--- src/rtl/fifo_wr_arbiter_pkg.sv ---
// Shared types and configuration checks for the FIFO write-port arbiter.
// Build option FIFO_ARB_FIXED_PRI_EN switches the picker to fixed priority.
package fifo_wr_arbiter_pkg;

  typedef enum logic {
    ARB_IDLE  = 1'b0,
    ARB_WRITE = 1'b1
  } arb_state_t;

  localparam int MIN_NREQ = 2;
  localparam int MAX_NREQ = 8;

  function automatic bit nreq_legal(input int nreq, input int idxw);
    return (nreq >= MIN_NREQ) && (nreq <= MAX_NREQ) && ((1 << idxw) >= nreq);
  endfunction

endpackage

--- src/rtl/fifo_wr_arbiter_rr_pick.sv ---
// Combinational winner picker: round-robin from ptr+1, or lowest index
// when FIFO_ARB_FIXED_PRI_EN is defined.
module rr_pick
  import fifo_wr_arbiter_pkg::*;
#(
  parameter int NREQ = 4,
  parameter int IDXW = 2
) (
  input  logic [NREQ-1:0] req,
  input  logic [IDXW-1:0] ptr,
  output logic [IDXW-1:0] winner,
  output logic            any_req
);

`ifdef FIFO_ARB_FIXED_PRI_EN
  logic unused_ptr;
  assign unused_ptr = ^ptr;

  always_comb begin
    winner  = '0;
    any_req = |req;
    for (int i = NREQ - 1; i >= 0; i--)
      if (req[i]) winner = IDXW'(i);
  end
`else
  // Walk offsets from farthest to nearest so the nearest hit is written last.
  always_comb begin
    winner  = '0;
    any_req = |req;
    for (int k = NREQ; k >= 1; k--)
      if (req[(int'(ptr) + k) % NREQ]) winner = IDXW'((int'(ptr) + k) % NREQ);
  end
`endif

endmodule

--- src/rtl/fifo_wr_arbiter.sv ---
// Shares one FIFO write port among NREQ producers; one word per two cycles.
// Define FIFO_ARB_FIXED_PRI_EN for fixed (lowest-index) priority.
module fifo_wr_arbiter
  import fifo_wr_arbiter_pkg::*;
#(
  parameter int WIDTH = 8,
  parameter int NREQ  = 4,
  parameter int IDXW  = 2
) (
  input  logic                  clk,
  input  logic                  reset_n,
  input  logic [NREQ-1:0]       req,
  input  logic [NREQ*WIDTH-1:0] req_data,
  output logic [NREQ-1:0]       ack,
  input  logic                  fifo_full,
  output logic [WIDTH-1:0]      d_in,
  output logic                  d_in_strobe,
  output logic [IDXW-1:0]       grant_idx,
  output logic                  busy
);

  generate
    if (!nreq_legal(NREQ, IDXW)) begin : g_bad_cfg
      $error("fifo_wr_arbiter: illegal NREQ/IDXW combination");
    end
  endgenerate

  arb_state_t      state, state_nxt;
  logic [IDXW-1:0] ptr, winner;
  logic            any_req, start;
  logic [WIDTH-1:0] win_data;

  rr_pick #(.NREQ(NREQ), .IDXW(IDXW)) u_pick (
    .req     (req),
    .ptr     (ptr),
    .winner  (winner),
    .any_req (any_req)
  );

  // fifo_full only matters when a decision is being made, i.e. in IDLE.
  assign start = (state == ARB_IDLE) && any_req && !fifo_full;

  always_comb begin
    state_nxt = state;
    case (state)
      ARB_IDLE:  if (start) state_nxt = ARB_WRITE;
      ARB_WRITE: state_nxt = ARB_IDLE;
      default:   state_nxt = ARB_IDLE;
    endcase
  end

  always_ff @(posedge clk or negedge reset_n)
    if (!reset_n) state <= ARB_IDLE;
    else          state <= state_nxt;

  always_comb begin
    win_data = '0;
    for (int i = 0; i < NREQ; i++)
      if (IDXW'(i) == winner) win_data = req_data[i*WIDTH +: WIDTH];
  end

  always_ff @(posedge clk or negedge reset_n) begin
    if (!reset_n) begin
      ack       <= '0;
      d_in      <= '0;
      grant_idx <= '0;
      ptr       <= IDXW'(NREQ - 1);
    end else if (start) begin
      ack         <= '0;
      ack[winner] <= 1'b1;
      d_in        <= win_data;
      grant_idx   <= winner;
`ifndef FIFO_ARB_FIXED_PRI_EN
      ptr         <= winner;
`endif
    end else begin
      ack <= '0;
    end
  end

  assign d_in_strobe = (state == ARB_WRITE);
  assign busy        = (state == ARB_WRITE);

endmodule

--- config.mk ---
export PLATFORM = sky130hd
export DESIGN_NAME = fifo_wr_arbiter
export DESIGN_NICKNAME = d
export VERILOG_FILES = /design/src/rtl/fifo_wr_arbiter_pkg.sv /design/src/rtl/fifo_wr_arbiter_rr_pick.sv /design/src/rtl/fifo_wr_arbiter.sv
export SDC_FILE = /design/constraint.sdc
export NUM_CORES = 1
export LEC_CHECK = 0
export CAP_MARGIN = 20
export CORE_MARGIN = 2
export CORE_UTILIZATION = 42
export DETAILED_ROUTE_END_ITERATION = 8
export PLACE_DENSITY = 0.85
export SYNTH_ARGS = -nofsm -noshare
export SYNTH_HDL_FRONTEND = slang
export SYNTH_SLANG_ARGS = --single-unit
--- constraint.sdc ---
create_clock -name clk -period 4.2 [get_ports clk]
set_clock_uncertainty 0.2 [all_clocks]
set_input_delay 0.84 -clock clk [delete_from_list [all_inputs] [get_ports clk]]
set_output_delay 0.84 -clock clk [all_outputs]
set_load 0.02 [all_outputs]
==> results of run 1 <==
-- layer usage --
layer,routed length [µm],share of wire [%],GRT usage (%),up-vias
met5,0,0,0,-
li1,-,-,-,482
met4,33,1.3,8.55,0
met2,1260,51,31.7,38
met1,1020,41,24.2,460
met3,165,6.6,3.89,4
-- through the flow --
step	instances	util, %
floorplan	104	-
global placement	181	65.4
detailed placement	181	65.4
CTS	185	66.6
global route	185	66.6
finish	185	66.6
-- power groups by stage --
| stage | clock network, mW | logic (mW) | registers (mW) |
|---|---|---|---|
| detailed placement | 0 | 0.325 | 0.239 |
| floorplan | 0 | 0.149 | 0.284 |
| finish | 0.0877 | 0.322 | 0.238 |
| global placement | 0 | 0.318 | 0.239 |
| CTS | 0.0899 | 0.325 | 0.238 |
| global route | 0.0980 | 0.345 | 0.243 |
-- worst max-delay path: stages --
cell and delay [ns]:
clkdlybuf4s50_1 0.57, nor4_1 0.08, or3_1 0.51, nor2_2 0.55, a211oi_2 0.15
-- cell type report --
class	instances	share of cell area, %
inverter	9	2.11
clock buffer	3	1.40
sequential	17	26.7
clock inverter	1	0.312
timing repair buffer	55	34.2
tap	30	2.34
multi-input combinational	70	33.0
-- flip-flops by register name, indices dropped and copies added, names as in the netlist --
name / flops
ack: 4
busy: 1
d_in: 8
grant_idx: 2
ptr: 2
-- worst max path at each step --
stage / from / cells past startpoint / endpoint / slack, ns
5_1_grt: req[3] / 6 / d_in[1] / 1.38
3_3_place_gp: req[3] / 5 / d_in[4] / 1.20
3_5_place_dp: req[3] / 5 / d_in[1] / 1.16
2_1_floorplan: req[1] / 6 / d_in[2] / 1.90
6_report: req[3] / 5 / d_in[0] / 1.46
4_1_cts: req[3] / 5 / d_in[2] / 1.48
-- cell usage in the layout (no fill, tap or decap), drive strengths merged --
cell type and instances:
dfrtp 15, nor2b 2, or3 1, o211a 8, or3b 1, nor3 1
nand2 8, a21oi 1, clkbuf 3, a41oi 8, buf 1, nand2b 1
o221ai 1, nor2 15, clkdlybuf4s50 54, and3 2, a21o 1, inv 9
dfstp 2, nor4 1, o21ai 1, a211oi 8, o21a 1, clkinv 1
mux2i 9
-- logic make-up (layout without fill, tap and decap cells) --
family / after synthesis / count (layout) / share of synthesized area, %
AOI/OAI and AO/OA: 29 / 29 / 27.5
buffers and inverters: 17 / 68 / 8.49
DFF: 17 / 17 / 40.9
muxes: 9 / 9 / 8.61
and+or+nand+nor: 32 / 32 / 14.5
==> flow_summary.ini, run 1 <==
[outcome]
status = complete, no violations

[yosys]
syn_nets = 143
synth_seq_area_share_pct = 40.9
async_reset_ff_share_pct = 100
synth_edf_count = 0
ys.flop_type = dfrtp_1
synthCells = 104
ys_ff_latch = 17
synth.most_common_cell = dfrtp_1
syn_avg_cell_area_um2 = 10.1
synth_area_leaders = dfrtp_1 (36%), a211oi_2 (9.6%), mux2i_1 (8.6%), o211a_1 (7.7%), a41oi_1 (6.7%)
synth_commonest_cells = dfrtp_1 (15), nor2_1 (14), inv_1 (9), mux2i_1 (9)
synth.distinct_cells = 28
synth_area_um2 = 1050
yosys.area.top_type_share_pct = 35.9
yosys.area.top_type = dfrtp_1
ys.warnings.count = 0

[timing]
slew_headroom_pct = 49.0
slew_viol_final = 0
setup_viol = 0
layout_worst_path_cycle_share_pct = 65.3
worst_pin_slew_ns = 0.763
final-hold-violation-count = 0
timing.final.crit_period_ns = 2.74
rsz0062_at_grt = false
max_freq_mhz = 365
tns_ns = 0
layout_setup_ws_ns = 1.46
hold_ws_ns = 0.281

[worst_hold_path]
hold_path_class = reg -> reg
min_from = grant_idx[1]
min_delay_path_depth = 2
holdPathEnd = grant_idx[1]

[cts]
cts_setup_buffers = 0
clock_sinks = 17
htreeDepth = 1
tritoncts = yes
worst_skew_pair.late_latency_ns = 0.28
cts_made_buffers = 3
post_cts_resized = 0
path_clk_slew_ns = 0.10
clockBufferDepth = 2
ctsHoldBuffers = 0
cts-root-buf = clkbuf_4

[setup_path]
rr_worst_depth = 4
critPathRequiredTime_ns = 4.15
cp-end-kind = register
reg2reg_slack_ns = 2.03
cp.arrival_ns = 2.69
worstPathMaxFanout = 13
reg2reg_from = ptr[1]
timing.rr.end = d_in[0]
path_class = in -> reg
start_kind = input port

[drt]
wl_per_cell_um = 13.4
ant_nets = 0
drt_iter0_drc = 6
routed_wl_um = 2480
via_per_inst = 5.32
drt_pre_antenna_iters = 4
routed-via-count = 984
route.detailed.drc = 0

[power]
power.switching_uw = 241
p_int_uw = 406
ir_worst_vdd_uv = 296
power_frac_seq_pct = 36.8
power_density_nw_per_um2 = 404
pwr-share-clk_pct = 13.5
netSwitchingFraction_pct = 37.2
p_leak_nw = 0.739
pwr-share-comb_pct = 49.7
total_power_uw = 647

[floorplan]
die_y_um = 53.9
core-area_um2 = 2410
dieArea_um2 = 2910
io_pins = 55
start_util_pct = 43.4
num_rows = 18
die_w_um = 53.9

[placement]
place.gp.congestion = 0.824
io_buffers = 54
dp_hpwl_um = 1960
placed_cell_area_um2 = 1580
pre_cts_slack_ns = 1.16

[global_route]
grt_max_degree = 21
grt_usage_pct = 19.3
grt_pass1_vias = 924
grt_pass1_wl_um = 4000
antenna_found_initial = 0
gr-total-overflow = 0

[cells_and_area]
area_delta_synth_final_pct = 53.3
nFillCells = 181
design_area_um2 = 1600
layout.nets = 195
drive_above_1_share_pct = 11.6
multi_input_area_um2 = 529
n_antenna_cell = 0
ff_latch_area_um2 = 428

[flow_run]
max_cap_violations = 0
Note: power is estimated with default switching activity, not from simulation.
==> run 2: changes to the inputs <==
- CORE_UTILIZATION: 42 -> 35
- PLACE_DENSITY: 0.85 -> 0.75
- clock period: 4.2 -> 2.2 ns (I/O delays scaled with it)
==> run 2 against run 1 <==
Effect of this change:
- the flow now finishes with violations (design-rule violations)
- design area is 6.8% higher
- non-clock buffer count is 10 higher
- register-to-register slack worse by 1.7 ns
- utilization is 5.5 points lower
- setup slack worse by 1.3 ns
- first-iteration DRC count grew to 2.7 times the previous value
- sequential share of layout area is 1.7 points lower
- clock power is 110% higher
==> flow_summary.ini, run 2 (same netlist as run 1, synthesis figures left out) <==
[timing]
hold_ws_ns = 0.239
final-hold-violation-count = 0
setup_viol = 0
layout_worst_path_cycle_share_pct = 94.0
slew_viol_final = 0
rsz0062_at_grt = false
worst_pin_slew_ns = 0.278
timing.final.crit_period_ns = 2.07
tns_ns = 0
slew_headroom_pct = 81.3
max_freq_mhz = 484

[power]
ir_worst_vdd_uv = 368
power_density_nw_per_um2 = 772
p_leak_nw = 0.791
power_frac_seq_pct = 34.6
pwr-share-comb_pct = 51.4
pwr-share-clk_pct = 14.0
p_int_uw = 822
power.switching_uw = 501
netSwitchingFraction_pct = 37.9

[cells_and_area]
layout_common_cells = clkdlybuf4s50_1 (54), dfrtp_1 (15), nor2_1 (14)
largest_register_ffs = 8
utilization_pct = 61.1
drive_above_1_share_pct = 17.6
area_delta_synth_final_pct = 63.8
top_register = d_in
largestRegisters = d_in: 8 flops, ack: 4 flops
n_antenna_cell = 0
mostFrequentLayoutCell = clkdlybuf4s50_1
design_area_um2 = 1710
final_cells = 196
layout.nets = 205

[floorplan]
dieArea_um2 = 3440
core-area_um2 = 2810
start_util_pct = 37.3
die_y_um = 58.7
num_rows = 19
die_w_um = 58.7
io_pins = 55

[drt]
ant_nets = 0
route.detailed.drc = 2
routed-via-count = 1039
routed_wl_um = 2890
wl_per_cell_um = 14.8
drt_pre_antenna_iters = 6
drt_iter0_drc = 16
via_per_inst = 5.30

[global_route]
grt_usage_pct = 18.7
antenna_found_initial = 0
grt_max_degree = 21
gr-total-overflow = 0
grt_pass1_vias = 1068
grt_pass1_wl_um = 4820

[outcome]
violations = design-rule violations
status = complete, but fails checks

[setup_path]
reg2reg_from = ptr[0]
start_kind = input port
rr_worst_depth = 5
path_class = in -> reg
cp.arrival_ns = 2.06
timing.rr.end = d_in[3]
worstPathMaxFanout = 20
critPathRequiredTime_ns = 2.19
reg2reg_slack_ns = 0.28
cp-end-kind = register

[cts]
cts_made_buffers = 3
cts-root-buf = clkbuf_4
clock_sinks = 17
tritoncts = yes
htreeDepth = 1
path_clk_slew_ns = 0.11
clockBufferDepth = 2
worst_skew_pair.late_latency_ns = 0.30

[placement]
placed_cell_area_um2 = 1680
io_buffers = 54
dp_cells = 192
dp_hpwl_um = 2290
place.gp.congestion = 0.753

[worst_hold_path]
hold_path_class = in -> async

[flow_run]
max_cap_violations = 0
-- run 2: changes by cell type in the layout (fill, tap and decap cells not counted), sizes merged --
cell	before	now
clkinv	1	0
buf	1	11
clkinvlp	0	1
-- run 2: metrics by stage --
| stage | power (mW) | setup WS (ns) |
|---|---|---|
| 5_1_grt | 1.39 | 0.0509 |
| 2_1_floorplan | 0.826 | 0.299 |
| 3_3_place_gp | 1.13 | -0.144 |
| 3_5_place_dp | 1.14 | -0.228 |
| 4_1_cts | 1.33 | 0.107 |
| 6_report | 1.32 | 0.133 |
-- run 2: area by class of cell --
class                   count  area, µm²
clock buffers               3       22.5
repair buffers             65        648
fillers                   245       1090
well taps                  31       38.8
clock inverters             1       7.51
multi-input cells          70        534
flip-flops and latches     17        428
inverters                   9       33.8
-- run 2: power by group through the flow --
stage          sequential [mW]  combinational [mW]  clock (mW)
2_1_floorplan            0.542               0.284           0
3_3_place_gp             0.461               0.670           0
3_5_place_dp             0.460               0.684           0
4_1_cts                  0.457               0.685       0.191
5_1_grt                  0.468               0.727       0.196
6_report                 0.458               0.680       0.185
-- run 2: routing by layer --
layer | track usage, % | wire length, µm
met1 | 23.0 | 1210
met2 | 32.6 | 1490
met3 | 3.30 | 148
met4 | 6.82 | 43
met5 | 0 | 0
-- run 2: how the worst max path moves through the flow --
stage	slack (ns)	depth (start not counted)	from	to
floorplan	0.30	6	req[1]	d_in[2]
global placement	-0.14	7	req[3]	d_in[7]
detailed placement	-0.23	7	req[3]	d_in[6]
CTS	0.11	7	req[3]	d_in[6]
global route	0.05	6	req[1]	d_in[3]
finish	0.13	6	req[1]	d_in[3]
-- run 2: repair_timing --
item	4_1_cts	5_1_grt
setup buffers	0	0
resized for setup	0	1
hold buffers	0	0
setup endpoints to repair	0	14
-- run 2: critical path, stage by stage --
cell and delay (ns):
clkdlybuf4s50_1 0.48, o21a_1 0.22, o21ai_2 0.13, and3_4 0.37, mux2i_1 0.31, a211oi_2 0.10
